`src/rtl/switch_calc_engine.sv`:
```
// switch_calc_engine: switch-entry calculator with debounced commit strobe.
// Operands A/B are written nibble-by-nibble in entry mode. In compute mode a
// one-hot operation select is evaluated on each debounced commit edge.
module switch_calc_engine #(
   parameter  int unsigned NIBBLES    = 2,
   parameter  int unsigned DEB_CYCLES = 16,
   localparam int unsigned OPW        = 4 * NIBBLES + 1,
   localparam int unsigned RW         = OPW + 1,
   localparam int unsigned PW         = $clog2(NIBBLES)
) (
   input  logic          clk,
   input  logic          rst_n,
   input  logic          modesel,
   input  logic          sw_sign,
   input  logic          sw_alt,
   input  logic [PW-1:0] sw_pos,
   input  logic [3:0]    sw_nib,
   input  logic          sw_commit,
   output logic [RW-1:0] ans,
   output logic          ans_valid,
   output logic          error
);

   localparam int unsigned SW = PW + 8;
   localparam int unsigned CW = $clog2(DEB_CYCLES + 1);
   localparam logic [CW-1:0] DEB_LAST = CW'(DEB_CYCLES - 1);
   localparam logic [PW:0]   NIB_LIM  = (PW + 1)'(NIBBLES);

   typedef enum logic [1:0] {
      ST_ENTRY,
      ST_ARMED,
      ST_DONE,
      ST_ERR
   } state_t;

   // ------------------------------------------------------------------
   // Input synchroniser and commit debounce
   // ------------------------------------------------------------------
   logic [SW-1:0] sync1_q, sync2_q;
   logic          lvl_q, lvl_d;
   logic [CW-1:0] cnt_q, cnt_d;
   logic          pulse_q, pulse_d;

   logic          mode_s, sign_s, alt_s, commit_s;
   logic [PW-1:0] pos_s;
   logic [3:0]    nib_s;

   assign {mode_s, sign_s, alt_s, pos_s, nib_s, commit_s} = sync2_q;

   // Two-flop synchroniser for every switch input
   always_ff @(posedge clk or negedge rst_n) begin
      if (!rst_n) begin
         sync1_q <= '0;
         sync2_q <= '0;
      end else begin
         sync1_q <= {modesel, sw_sign, sw_alt, sw_pos, sw_nib, sw_commit};
         sync2_q <= sync1_q;
      end
   end

   // Filter level flips after DEB_CYCLES consecutive mismatching cycles;
   // the strobe fires only on the flip towards 1
   always_comb begin
      lvl_d   = lvl_q;
      cnt_d   = '0;
      pulse_d = 1'b0;
      if (commit_s != lvl_q) begin
         if (cnt_q == DEB_LAST) begin
            lvl_d   = commit_s;
            pulse_d = commit_s;
         end else begin
            cnt_d = cnt_q + 1'b1;
         end
      end
   end

   // Debounce state; level resets high so a held switch yields no strobe
   always_ff @(posedge clk or negedge rst_n) begin
      if (!rst_n) begin
         lvl_q   <= 1'b1;
         cnt_q   <= '0;
         pulse_q <= 1'b0;
      end else begin
         lvl_q   <= lvl_d;
         cnt_q   <= cnt_d;
         pulse_q <= pulse_d;
      end
   end

   // ------------------------------------------------------------------
   // Operand store, compute datapath and mode FSM
   // ------------------------------------------------------------------
   state_t         state_q, state_d;
   logic [OPW-1:0] opa_q, opa_d, opb_q, opb_d;
   logic [RW-1:0]  ans_q, ans_d;
   logic           valid_q, valid_d;
   logic           err_q, err_d;

   logic [RW-1:0]  ext_a, ext_b, result;
   logic [5:0]     sel;
   logic           legal, pos_ok;

   function automatic logic [RW-1:0] sext(input logic [OPW-1:0] v);
      return {v[OPW-1], v};
   endfunction

   // Operation decode and result formation on sign-extended operands
   always_comb begin
      ext_a  = sext(opa_q);
      ext_b  = sext(opb_q);
      sel    = {sign_s, pos_s[0], nib_s};
      legal  = $onehot(sel) && ((pos_s >> 1) == '0);
      pos_ok = ({1'b0, pos_s} < NIB_LIM);
      result = '0;
      if (sel[5])      result = ext_a;
      else if (sel[4]) result = ext_b;
      else if (sel[3]) result = ext_a + ext_b;
      else if (sel[2]) result = ext_a & ext_b;
      else if (sel[1]) result = ext_a | ext_b;
      else if (sel[0]) result = ext_a ^ ext_b;
      if (alt_s) result = ~result;
   end

   // Next-state logic: entry writes operands, compute modes act on the strobe
   always_comb begin
      state_d = state_q;
      opa_d   = opa_q;
      opb_d   = opb_q;
      ans_d   = ans_q;
      valid_d = valid_q;
      err_d   = err_q;
      unique case (state_q)
         ST_ENTRY: begin
            ans_d = alt_s ? ext_b : ext_a;
            if (mode_s) begin
               state_d = ST_ARMED;
               valid_d = 1'b0;
               err_d   = 1'b0;
            end else if (pulse_q) begin
               if (pos_ok) begin
                  err_d = 1'b0;
                  for (int unsigned i = 0; i < NIBBLES; i++) begin
                     if (pos_s == PW'(i)) begin
                        if (alt_s) opb_d[4*i +: 4] = nib_s;
                        else       opa_d[4*i +: 4] = nib_s;
                     end
                  end
                  if (alt_s) opb_d[OPW-1] = sign_s;
                  else       opa_d[OPW-1] = sign_s;
               end else begin
                  err_d = 1'b1;
               end
            end
         end
         ST_ARMED, ST_DONE, ST_ERR: begin
            // Leaving compute mode wins over a same-cycle strobe
            if (!mode_s) begin
               state_d = ST_ENTRY;
               valid_d = 1'b0;
               err_d   = 1'b0;
            end else if (pulse_q) begin
               if (legal) begin
                  state_d = ST_DONE;
                  ans_d   = result;
                  valid_d = 1'b1;
                  err_d   = 1'b0;
               end else begin
                  state_d = ST_ERR;
                  valid_d = 1'b0;
                  err_d   = 1'b1;
               end
            end
         end
         default: state_d = ST_ENTRY;
      endcase
   end

   // Datapath and FSM registers
   always_ff @(posedge clk or negedge rst_n) begin
      if (!rst_n) begin
         state_q <= ST_ENTRY;
         opa_q   <= '0;
         opb_q   <= '0;
         ans_q   <= '0;
         valid_q <= 1'b0;
         err_q   <= 1'b0;
      end else begin
         state_q <= state_d;
         opa_q   <= opa_d;
         opb_q   <= opb_d;
         ans_q   <= ans_d;
         valid_q <= valid_d;
         err_q   <= err_d;
      end
   end

   assign ans       = ans_q;
   assign ans_valid = valid_q;
   assign error     = err_q;

endmodule

```
`config.mk`:
```
export PLATFORM = sky130hd
export DESIGN_NAME = switch_calc_engine
export DESIGN_NICKNAME = d
export VERILOG_FILES = /design/src/rtl/switch_calc_engine.sv
export SDC_FILE = /design/constraint.sdc
export NUM_CORES = 1
export LEC_CHECK = 0
export CAP_MARGIN = 20
export CORE_MARGIN = 2
export CORE_UTILIZATION = 61
export DETAILED_ROUTE_END_ITERATION = 8
export PLACE_DENSITY = 0.91
export SLEW_MARGIN = 10
export SYNTH_ARGS = -nofsm -noshare
export SYNTH_HDL_FRONTEND = slang
export SYNTH_SLANG_ARGS = --single-unit
```
`constraint.sdc`:
```
create_clock -name clk -period 8.1 [get_ports clk]
set_input_delay 2.025 -clock clk [delete_from_list [all_inputs] [get_ports clk]]
set_output_delay 2.025 -clock clk [all_outputs]
set_load 0.01 [all_outputs]
```
# Yosys cells after proc, flatten, opt, wreduce, memory -nomap -nowiden
# Cells that the tools add are included.
dict set report word_totals {
  elab_cells 85
  output_inout_bits 12
  register_bits 57
  inputBits 11
}
dict set report op_classes {
  muxes 32
  bitwise 7
  reduce_logical 12
  addsub 7
  n_eq_ne 12
}
# op count
set op_table {}
lappend op_table {{$mux W10} 11}
lappend op_table {{$pmux W10 S2} 1}
lappend op_table {{$reduce_and A5 Y1} 4}
lappend op_table {{$mux W1} 12}
lappend op_table {{$add A9 B9 Y10} 1}
lappend op_table {{$and A10 B10 Y10} 1}
lappend op_table {{$mux W5} 2}
lappend op_table {{$not A10 Y10} 1}
lappend op_table {{$or A10 B10 Y10} 1}
lappend op_table {{$xor A10 B10 Y10} 1}
lappend op_table {{$ne A2 B2 Y1 const B} 4}
lappend op_table {{$reduce_and A4 Y1} 2}
lappend op_table {{$add A1 B1 Y2} 3}
lappend op_table {{$mux W2} 3}
lappend op_table {{$ne A3 B3 Y1 const B} 2}
lappend op_table {{$reduce_and A2 Y1} 3}
lappend op_table {{$add A5 B1 Y5 const B} 1}
lappend op_table {{$eq A5 B4 Y1 const B} 1}
lappend op_table {{$eq A2 B2 Y1 const B} 2}
lappend op_table {{$pmux W1 S2} 2}
lappend op_table {{$pmux W2 S2} 1}
lappend op_table {{$add A2 B2 Y3} 1}
lappend op_table {{$add A3 B2 Y3} 1}
lappend op_table {{$eq A3 B1 Y1 const B} 1}
lappend op_table {{6 further kinds} 8}

# Longest topological paths before layout
# Gate-level depths: netlist of run 1.
dict set report logic_depth {
  ltp_word 13
  mapped_depth 13
  mapped_depth_nobuf 13
}

# Worst setup path after synthesis of run 1
# Ideal clock, no wire load.
dict set report synth_timing {
  path_kind {reg-to-reg}
  from {register sync2_q[1]}
  to {register ans_q[3], in the netlist ans[3]}
  t_arrival_ns 3.254
  slack_ns 4.722
  stages_incl_launch_ff 14
  cell_sequence {dfrtp_1 -> fa_1 -> inv_1 -> fa_1 -> inv_1 -> ha_1 -> inv_1 -> fa_1 -> and3_1 -> and3_1 -> nor2_1 -> nor2_1 -> a32oi_1 -> nand2_1}
}
dict set report synth_via {
  elab_chain_len 12
  elab_cells_between_ends 18
  classes_between {add/sub (3); eq/ne (2); mux (11); bitwise (1); reduce/logical (1)}
}
# element line_no
set synth_lines {}
lappend synth_lines {{start, declared} 39} ;# logic [SW-1:0] sync1_q, sync2_q;
lappend synth_lines {{start signal, assigned} 57} ;# sync2_q <= sync1_q;
lappend synth_lines {{parallel branches: the longest is 12 deep, another holds $add A2 B2 Y3} --}
lappend synth_lines {{end signal, assigned} 191} ;# ans_q <= ans_d;
lappend synth_lines {{end, declared} 95} ;# logic [RW-1:0] ans_q, ans_d;
# Several ways; the timed one is not identified. The select of a mux whose other input is x is not followed.
# A chain may end at the register's enable or synchronous reset.

# Worst setup path in the final report of run 1
dict set report layout_timing {
  from {register sync2_q[5]}
  to {register ans_q[4], in the netlist ans[4]}
}
dict set report layout_via {
  elab_chain_len 8
  elab_cells_between_ends 13
  classes_between {add/sub (2); eq/ne (2); mux (7); bitwise (1); reduce/logical (1)}
}
# element
set layout_lines {}
lappend layout_lines {{parallel branches: the longest is 8 deep, another holds $add A3 B2 Y3}}
# Several ways; the timed one is not identified. The select of a mux whose other input is x is not followed.

==> results of run 1 <==
[final cells by class]
class,instances,area (sq um),area share [%]
multi-input cells,272,1900,47.1
flip-flops and latches,57,1430,35.4
repair buffers,24,230,5.71
inverters,36,135,3.35
clock inverters,7,125,3.10
clock buffers,9,124,3.07
well taps,72,90.1,2.24
[power groups by stage]
stage | clock (uW) | sequential [uW] | combinational (uW)
floorplan | 0 | 308 | 43.0
global placement | 0 | 314 | 67.0
detailed placement | 0 | 315 | 69.9
CTS | 343 | 310 | 70.5
global route | 356 | 312 | 78.6
finish | 341 | 310 | 70.8
[cell usage after synthesis, drive strengths merged, types with 6 or more instances]
cell type	n	area, sq um
a21oi	16	80.1
a221oi	7	61.3
a31oi	6	37.5
buf	6	30.0
clkbuf	12	45.0
dfrtp	56	1400
ha	20	250
inv	34	128
mux2	12	135
mux2i	7	70.1
nand2	37	139
nand3	13	65.1
nor2	24	90.1
nor2b	8	57.6
nor3	15	80.1
o21ai	23	115
[path summary, 6_finish.rpt]
check	cells past startpoint	slack (ps)	endpoint	from
setup / recovery	12	3740	ans[4]$_DFFE_PN0P_	sync2_q[5]$_DFF_PN0_
hold / removal	0	350	sync2_q[1]$_DFF_PN0_	sync1_q[1]$_DFF_PN0_
setup reg to reg	12	3740	ans[4]$_DFFE_PN0P_	sync2_q[5]$_DFF_PN0_
hold reg to reg	0	350	sync2_q[1]$_DFF_PN0_	sync1_q[1]$_DFF_PN0_
max in group asynchronous	2	5800	opb_q[7]$_DFFE_PN0P_	rst_n
min in group asynchronous	2	1800	ans[3]$_DFFE_PN0P_	rst_n
[stage by stage]
stage                     worst slack, ps  std cells
final                                3740        477
after global routing                 3420        477
after CTS                            3850        477
after detailed placement             3870        461
after global placement               4020        461
after floorplan                      4720        383
[logic make-up after synthesis]
group / share of synthesized area, %
flip-flops: 40.4
XOR/XNOR: 0.743
adder cells (fa/ha/maj): 9.34
AO/OA/AOI/OAI: 20.4
AND/OR/NAND/NOR: 17.4
multiplexers: 5.80
buffers and inverters: 5.94
[routing by layer]
metal | track usage [%] | up-vias
met1 | 44.4 | 1523
li1 | - | 1422
met3 | 5.39 | 26
met5 | 0 | -
met2 | 50.7 | 161
met4 | 19.3 | 0
[sequential cells by signal, summed over array words and instances (netlist names), 2 cells and up]
name,count
sync1_q,9
cnt_q,5
ans,10
opa_q,9
sync2_q,9
opb_q,9
state_q,2
[placed cells by master (no fill, tap or decap), types with 5 or more instances in the layout]
cell type / instances
o22ai_1: 5
a31oi_1: 6
inv_1: 34
nand2_1: 37
nor3_1: 14
nor2b_1: 7
a21oi_1: 16
mux2_2: 12
mux2i_1: 7
nand2b_1: 5
o21ai_0: 23
o21a_1: 5
clkdlybuf4s50_1: 21
a221oi_1: 7
nand3_1: 13
nor2_1: 24
dfrtp_1: 56
clkbuf_8: 9
ha_1: 20
==> out/metrics.csv, run 1 <==
stage,metric,value,unit
run_status,status,"complete, no violations",
synthesis,synth unique cells,60,
cts,CTS max path bufs,2,
pwr,Flop pwr share,43.0,%
final_layout,fin area,4030,sq um
pwr,switching pwr,189,uW
final_layout,Layout area overhead,14.0,%
route,post-route ant nets,0,
synthesis,Yosys reg bits,57,
grt,first-pass GRT wire length,15.7,mm
synthesis,"EDFF count, synth",0,
placement,port buffer count,22,
pwr,Clock power frac,47.2,%
worst_setup_path,CP Data Arrival Time,4620,ps
cts,post-CTS sizing,0,
route,wire per inst,19.9,um
worst_setup_path,worst path required time,8370,ps
synthesis,"Seq/Total Area, Yosys",40.4,%
floorplanning,row count,27,
sta,measured slew at the worst slew-check pin,983,ps
job,max cap viols,0,
pwr,switching part of the total,26.1,%
sta,final-report max-slew violation count,0,
cts,clock sinks,57,
route,via count,3132,
route,drt total wl,9.51,mm
synthesis,Synth Net Count,418,
final_layout,n_diodes,0,
synthesis,yosys warns,0,
worst_setup_path,maximum fanout along the worst path,19,
final_layout,share of layout cells above drive strength 1,9.63,%
cts,total CTS buffers,9,
placement,"Cell Area, Placed",3780,sq um
route,first-pass detailed-route iteration total,6,
route,DRT met1 WL,3.89,mm
route,First DRT Iteration DRCs,382,
grt,largest net degree at the start of global routing,58,
sta,relative slew slack,34.5,%
grt,initial antenna violation count,0,
cts,H-tree depth,3,
route,post-DR vias/cell,6.57,
min_path,Hold Path Class,reg2reg,
floorplanning,die width,80.1,um
synthesis,Post-Synthesis Cells,383,
worst_setup_path,worst setup path class,reg2reg,
sta,Worst Clk Skew,10.6,ps
pwr,combinational share of power,9.8,%
sta,Final TNS setup,0,ps
floorplanning,initial core utilization,63.8,%
cts,CTS Root Cell,clkbuf_8,
final_layout,fin nets,435,
pwr,Int Power,533,uW
placement,global placement routability congestion,0.969,
route,met3 wire length,684,um
cts,Post CTS Setup Buffer Count,0,
worst_setup_path,buffers and inverters on the worst path,3,
cts,Skew-Pair Late Insertion Delay,360,ps
worst_setup_path,CP Capture Type,flop,
pwr,VDD IR-drop max,149,uV
floorplanning,Core ar.,5540,sq um
synthesis,Avg Synthesized Cell Area,9.23,sq um
cts,CTS tree,done,
worst_setup_path,Startpoint Class,flop,
cts,Post-CTS Hold Fix Bufs,0,
sta,final hold viol count,0,
grt,GRT Overall Usage,33.0,%
floorplanning,die area,6420,sq um
final_layout,# fillers,403,
grt,vias in the first global route,3107,
placement,dpl hpwl,6.33,mm
sta,Final Cycle Share,53.8,%
pwr,Pwr Total,722,uW
synthesis,mapped cell area,3540,sq um
pwr,Leakage,0.00179,uW
sta,unrepaired setup endpoints after global routing,false,
worst_setup_path,CP Cell Sequence,clkinv_1 -> fa_1 -> inv_1 -> ha_1 -> inv_1 -> fa_1 -> and3_1 -> and3_1 -> nor2_1 -> nor2_1 -> o211a_1 -> nor3_1,
pwr,PD cells,179,nW/um^2
route,highest routed layer,met4,
synthesis,"FFs w/ async S/R, synth",100,%
sta,FMAX,0.230,GHz
worst_setup_path,Slowest cell on crit path,dfrtp_1,
worst_setup_path,CP top delay family,simple AND/OR/NAND/NOR gates,
final_layout,final core occ,72.7,%
route,Post-route DRC,0,
grt,total congestion overflow,0,
cts,Worst-path clk slew,70,ps
route,met2 WL,4.63,mm
floorplanning,die height,80.1,um
sta,final setup violation count,0,
floorplanning,Ports,23,
sta,Final Critical Period,4360,ps
worst_setup_path,"slowest stage delay, CP",770,ps
synthesis,top_reg_cell synth,dfrtp_1,
sta,Hold WS,351,ps
(Power assumes the default switching activity.)
==> run 2: changes to the inputs <==
--- a/config.mk
+++ b/config.mk
@@ -7,9 +7,9 @@
 export LEC_CHECK = 0
 export CAP_MARGIN = 20
 export CORE_MARGIN = 2
-export CORE_UTILIZATION = 61
+export CORE_UTILIZATION = 59
 export DETAILED_ROUTE_END_ITERATION = 8
-export PLACE_DENSITY = 0.91
+export PLACE_DENSITY = 0.89
 export SLEW_MARGIN = 10
 export SYNTH_ARGS = -nofsm -noshare
 export SYNTH_HDL_FRONTEND = slang
==> constraint.sdc (replaced) <==
create_clock -name clk -period 4.1 [get_ports clk]
set_input_delay 1.025 -clock clk [delete_from_list [all_inputs] [get_ports clk]]
set_output_delay 1.025 -clock clk [all_outputs]
set_load 0.01 [all_outputs]
==> out/metrics.csv, run 2 (same netlist as run 1, synthesis figures left out) <==
stage,metric,value,unit
run_status,status,"complete, no violations",
placement,DP Worst Slack,522,ps
route,First DRT Iteration DRCs,440,
grt,GRT Overall Usage,30.7,%
route,post-DR vias/cell,6.61,
sta,relative slew slack,34.2,%
grt,vias in the first global route,3036,
worst_setup_path,CP top delay family,adder cells,
worst_setup_path,Slowest cell on crit path,fa_1,
placement,global placement routability congestion,0.982,
worst_setup_path,worst setup path class,reg2reg,
worst_setup_path,worst path required time,4310,ps
placement,dpl hpwl,6.26,mm
route,wire per inst,18.7,um
sta,measured slew at the worst slew-check pin,987,ps
final_layout,"commonest non-fill, non-tap cell in the layout",dfrtp_1,
cts,CTS max path bufs,2,
route,post-route ant nets,0,
worst_setup_path,CP Data Arrival Time,3860,ps
floorplanning,initial core utilization,60.4,%
floorplanning,die area,6630,sq um
final_layout,Layout area overhead,13.3,%
sta,final-report max-slew violation count,0,
floorplanning,Core ar.,5850,sq um
grt,largest net degree at the start of global routing,36,
worst_setup_path,CP Capture Type,flop,
final_layout,multi-input logic area,1900,sq um
final_layout,"leading cell types in the layout, fill and taps excluded","dfrtp_1 (56), nand2_1 (37), inv_1 (34)",
min_path,Hold Path Class,reg2reg,
pwr,PD cells,311,nW/um^2
grt,first-pass GRT wire length,15.0,mm
cts,CTS tree,done,
worst_setup_path,buffers and inverters on the worst path,4,
floorplanning,row count,28,
sta,Final WS setup,454,ps
job,max cap viols,0,
cts,total CTS buffers,9,
route,via count,3204,
final_layout,# fillers,428,
floorplanning,Ports,23,
cts,Post CTS Setup Buffer Count,0,
cts,Post-CTS Hold Fix Bufs,0,
worst_setup_path,maximum fanout along the worst path,8,
cts,H-tree depth,3,
sta,final setup violation count,0,
sta,Worst Clk Skew,13.4,ps
floorplanning,die height,81.4,um
sta,Final Critical Period,3650,ps
final_layout,FF+latch area,1430,sq um
sta,unrepaired setup endpoints after global routing,false,
pwr,Leakage,0.00178,uW
grt,total congestion overflow,0,
worst_setup_path,"slowest stage delay, CP",580,ps
cts,Skew-Pair Late Insertion Delay,350,ps
sta,Final TNS setup,0,ps
cts,post-CTS sizing,0,
cts,clock sinks,57,
sta,FMAX,0.274,GHz
cts,CTS Root Cell,clkbuf_8,
grt,initial antenna violation count,0,
final_layout,share of layout cells above drive strength 1,10.7,%
route,first-pass detailed-route iteration total,6,
pwr,VDD IR-drop max,332,uV
worst_setup_path,Startpoint Class,flop,
sta,Final Cycle Share,88.9,%
route,Post-route DRC,0,
worst_setup_path,CP Cell Sequence,fa_1 -> inv_1 -> fa_1 -> inv_1 -> ha_1 -> inv_1 -> fa_1 -> and3_1 -> and3_1 -> nor2_1 -> buf_4 -> nor2_1 -> o311ai_0 -> nand3_1,
route,drt total wl,9.08,mm
floorplanning,die width,81.4,um
cts,Worst-path clk slew,80,ps
final_layout,n_diodes,0,
final_layout,fin nets,440,
sta,final hold viol count,0,
placement,port buffer count,22,
final_layout,max reg flops,10,
[run 2: path summary, 6_finish.rpt]
| check | slack (ps) | startpoint | cells after the start | endpoint |
|---|---|---|---|---|
| setup / recovery | 450 | sync2_q[1]$_DFF_PN0_ | 14 | ans[6]$_DFFE_PN0P_ |
| hold / removal | 350 | sync1_q[1]$_DFF_PN0_ | 0 | sync2_q[1]$_DFF_PN0_ |
| setup reg to reg | 450 | sync2_q[1]$_DFF_PN0_ | 14 | ans[6]$_DFFE_PN0P_ |
| hold reg to reg | 350 | sync1_q[1]$_DFF_PN0_ | 0 | sync2_q[1]$_DFF_PN0_ |
| max in group asynchronous | 2500 | rst_n | 2 | lvl_q$_DFFE_PN1P_ |
| min in group asynchronous | 760 | rst_n | 1 | ans[2]$_DFFE_PN0P_ |
[run 2: layout make-up]
class / count / share of cell area, %
well taps: 75 / 2.34
multi-input cells: 272 / 47.4
flip-flops and latches: 57 / 35.6
inverters: 36 / 3.37
clock inverters: 7 / 1.53
clock buffers: 9 / 3.09
repair buffers: 29 / 6.68
[run 2: through the flow]
stage          util (%)  cell area (sq um)  cells  power, uW  hold slack (ps)
2_1_floorplan         -               3540    383        694              331
3_3_place_gp       65.3               3820    469        757              334
3_5_place_dp       65.3               3820    469        765              336
4_1_cts            68.5               4010    485       1250              353
5_1_grt            68.5               4010    485       1300              356
6_report           68.5               4010    485       1250              350
[run 2: per-layer routing]
layer	vias up	routed length, um	GRT usage (%)
met5	-	0	0
li1	1429	-	-
met2	223	4300	47.0
met3	35	855	8.79
met1	1517	3620	40.9
met4	0	306	12.9
[run 2: where the power goes]
part           switching (uW)  internal [uW]
Clock                     257            230
Sequential               23.5            582
Combinational            87.4           65.4
Total                     367            878
[run 2: worst reg2reg max path: stages, from the launching register on]
cell and delay [ps]:
dfrtp_1 490, fa_1 580, inv_1 50, fa_1 480
inv_1 40, ha_1 160, inv_1 70, fa_1 400
and3_1 230, and3_1 230, nor2_1 250, buf_4 210
nor2_1 50, o311ai_0 120, nand3_1 140
==> run 3: changes to the inputs <==
--- a/config.mk
+++ b/config.mk
@@ -9,6 +9,7 @@
 export CORE_MARGIN = 2
 export CORE_UTILIZATION = 59
 export DETAILED_ROUTE_END_ITERATION = 8
+export MAX_ROUTING_LAYER = met4
 export PLACE_DENSITY = 0.89
 export SLEW_MARGIN = 10
 export SYNTH_ARGS = -nofsm -noshare
==> constraint.sdc (replaced) <==
create_clock -name clk -period 3.5 [get_ports clk]
set_input_delay 0.875 -clock clk [delete_from_list [all_inputs] [get_ports clk]]
set_output_delay 0.875 -clock clk [all_outputs]
set_load 0.01 [all_outputs]
==> out/metrics.csv, run 3 (same netlist as run 1, synthesis figures left out) <==
stage,metric,value,unit
floorplanning,Ports,23,
cts,total CTS buffers,9,
pwr,PD cells,391,nW/um^2
floorplanning,die width,81.4,um
placement,global placement routability congestion,0.916,
job,max cap viols,0,
final_layout,max reg flops,10,
route,wire per inst,18.7,um
worst_setup_path,CP Capture Type,flop,
grt,initial antenna violation count,0,
run_status,status,"complete, no violations",
min_path,Hold Path End,sync2_q[6]$_DFF_PN0_,
min_path,Hold Path Class,reg2reg,
final_layout,Layout area overhead,16.2,%
sta,Final Critical Period,3350,ps
route,First DRT Iteration DRCs,415,
grt,total congestion overflow,0,
route,met2 WL,4.40,mm
floorplanning,Core ar.,5850,sq um
floorplanning,initial core utilization,60.4,%
worst_setup_path,maximum fanout along the worst path,8,
cts,CTS tree,done,
cts,H-tree depth,3,
route,highest routed layer,met4,
worst_setup_path,worst reg2reg path endpoint,ans[6]$_DFFE_PN0P_,
sta,measured slew at the worst slew-check pin,934,ps
pwr,Pwr Total,1600,uW
route,post-route ant nets,0,
grt,vias in the first global route,3131,
final_layout,n_diodes,0,
route,Post-route DRC,0,
pwr,VDD IR-drop max,357,uV
grt,GRT Overall Usage,31.2,%
final_layout,# fillers,427,
floorplanning,die area,6630,sq um
sta,final hold viol count,0,
floorplanning,row count,28,
route,post-DR vias/cell,6.53,
final_layout,FF+latch area,1430,sq um
floorplanning,die height,81.4,um
route,met3 wire length,961,um
route,first-pass detailed-route iteration total,6,
pwr,Leakage,0.00183,uW
placement,dpl hpwl,6.19,mm
sta,FMAX,0.299,GHz
route,via count,3201,
min_path,worst hold stages,0,
worst_setup_path,reg-to-reg startpoint,sync2_q[1]$_DFF_PN0_,
sta,Hold WS,350,ps
sta,final-report max-slew violation count,0,
sta,unrepaired setup endpoints after global routing,false,
sta,Final Cycle Share,95.7,%
cts,Post-CTS Hold Fix Bufs,0,
final_layout,multi-input logic area,1920,sq um
final_layout,"commonest non-fill, non-tap cell in the layout",dfrtp_1,
worst_setup_path,R2R depth,14,
sta,final setup violation count,0,
min_path,hold path startpoint,sync1_q[6]$_DFF_PN0_,
worst_setup_path,CP Data Arrival Time,3570,ps
grt,first-pass GRT wire length,15.0,mm
sta,Final TNS setup,0,ps
cts,CTS max path bufs,2,
worst_setup_path,Worst R2R Setup Slack,150,ps
grt,largest net degree at the start of global routing,58,
sta,relative slew slack,37.7,%
final_layout,fin nets,445,
worst_setup_path,Startpoint Class,flop,
sta,Worst Clk Skew,9.61,ps
cts,CTS Root Cell,clkbuf_8,
worst_setup_path,worst setup path class,reg2reg,
placement,port buffer count,22,
cts,Skew-Pair Late Insertion Delay,360,ps
route,DRT met1 WL,3.56,mm
cts,clock sinks,57,
final_layout,"leading cell types in the layout, fill and taps excluded","dfrtp_1 (56), nand2_1 (36), inv_1 (34)",
cts,Worst-path clk slew,70,ps
route,drt total wl,9.17,mm
final_layout,share of layout cells above drive strength 1,12.8,%
worst_setup_path,worst path required time,3730,ps
## run 3: changes by cell type in the layout (fill, tap and decap cells not counted), moves of 2 or more
cell       delta
inv_6         -2
bufinv_16     +2
clkinv_4      +2
buf_4         +4
## run 3: metrics by stage
| stage | cells | cell area, sq um | setup slack [ps] | utilization [%] |
|---|---|---|---|---|
| 6_report | 490 | 4110 | 152 | 70.2 |
| 3_3_place_gp | 473 | 3850 | 219 | 65.8 |
| 5_1_grt | 490 | 4110 | 1.04 | 70.2 |
| 4_1_cts | 489 | 4080 | 62.1 | 69.7 |
| 3_5_place_dp | 473 | 3850 | 89.4 | 65.8 |
| 2_1_floorplan | 383 | 3540 | 122 | - |
## run 3: worst max path at each step
| stage | from | endpoint | slack [ps] | cells past startpoint |
|---|---|---|---|---|
| after floorplan | sync2_q[1]$_DFF_PN0_ | ans[3]$_DFFE_PN0P_ | 120 | 13 |
| after global placement | sync2_q[1]$_DFF_PN0_ | ans[6]$_DFFE_PN0P_ | 220 | 14 |
| after detailed placement | sync2_q[1]$_DFF_PN0_ | ans[6]$_DFFE_PN0P_ | 90 | 14 |
| after CTS | sync2_q[1]$_DFF_PN0_ | ans[6]$_DFFE_PN0P_ | 60 | 14 |
| after global routing | sync2_q[1]$_DFF_PN0_ | ans[6]$_DFFE_PN0P_ | 1 | 14 |
| final | sync2_q[1]$_DFF_PN0_ | ans[6]$_DFFE_PN0P_ | 150 | 14 |
## run 3: report_power, final
part           switching, uW  internal [uW]  total [uW]
clock                    303            406         709
sequential              21.6            682         704
combinational            110           81.4         191
## run 3: final cells by class
cell class                 count  area share (%)
multi-input combinational    272            46.6
sequential                    57            34.8
clock inverter                 7            2.50
timing repair buffer          34            7.52
inverter                      36            3.29
clock buffer                   9            3.02
tap                           75            2.28
## run 3: metal layers
metal	global-route usage, %	vias up
li1	-	1440
met1	39.8	1518
met2	47.8	214
met3	6.81	29
met4	14.7	0
met5	-	-
## run 3: timing repair
item                       in CTS  in global routing
setup endpoints to repair       0                  3
gates resized for setup         0                  6
setup buffers                   0                  1
## run 3: worst max-delay path: stages (launching register included)
cell	delay [ps]
dfrtp_1	410
fa_1	540
inv_1	50
fa_1	480
inv_1	40
ha_1	160
inv_1	60
fa_1	400
and3_1	220
and3_2	250
nor2_4	120
buf_6	150
nor4_2	50
mux2i_1	190
nand3_1	90
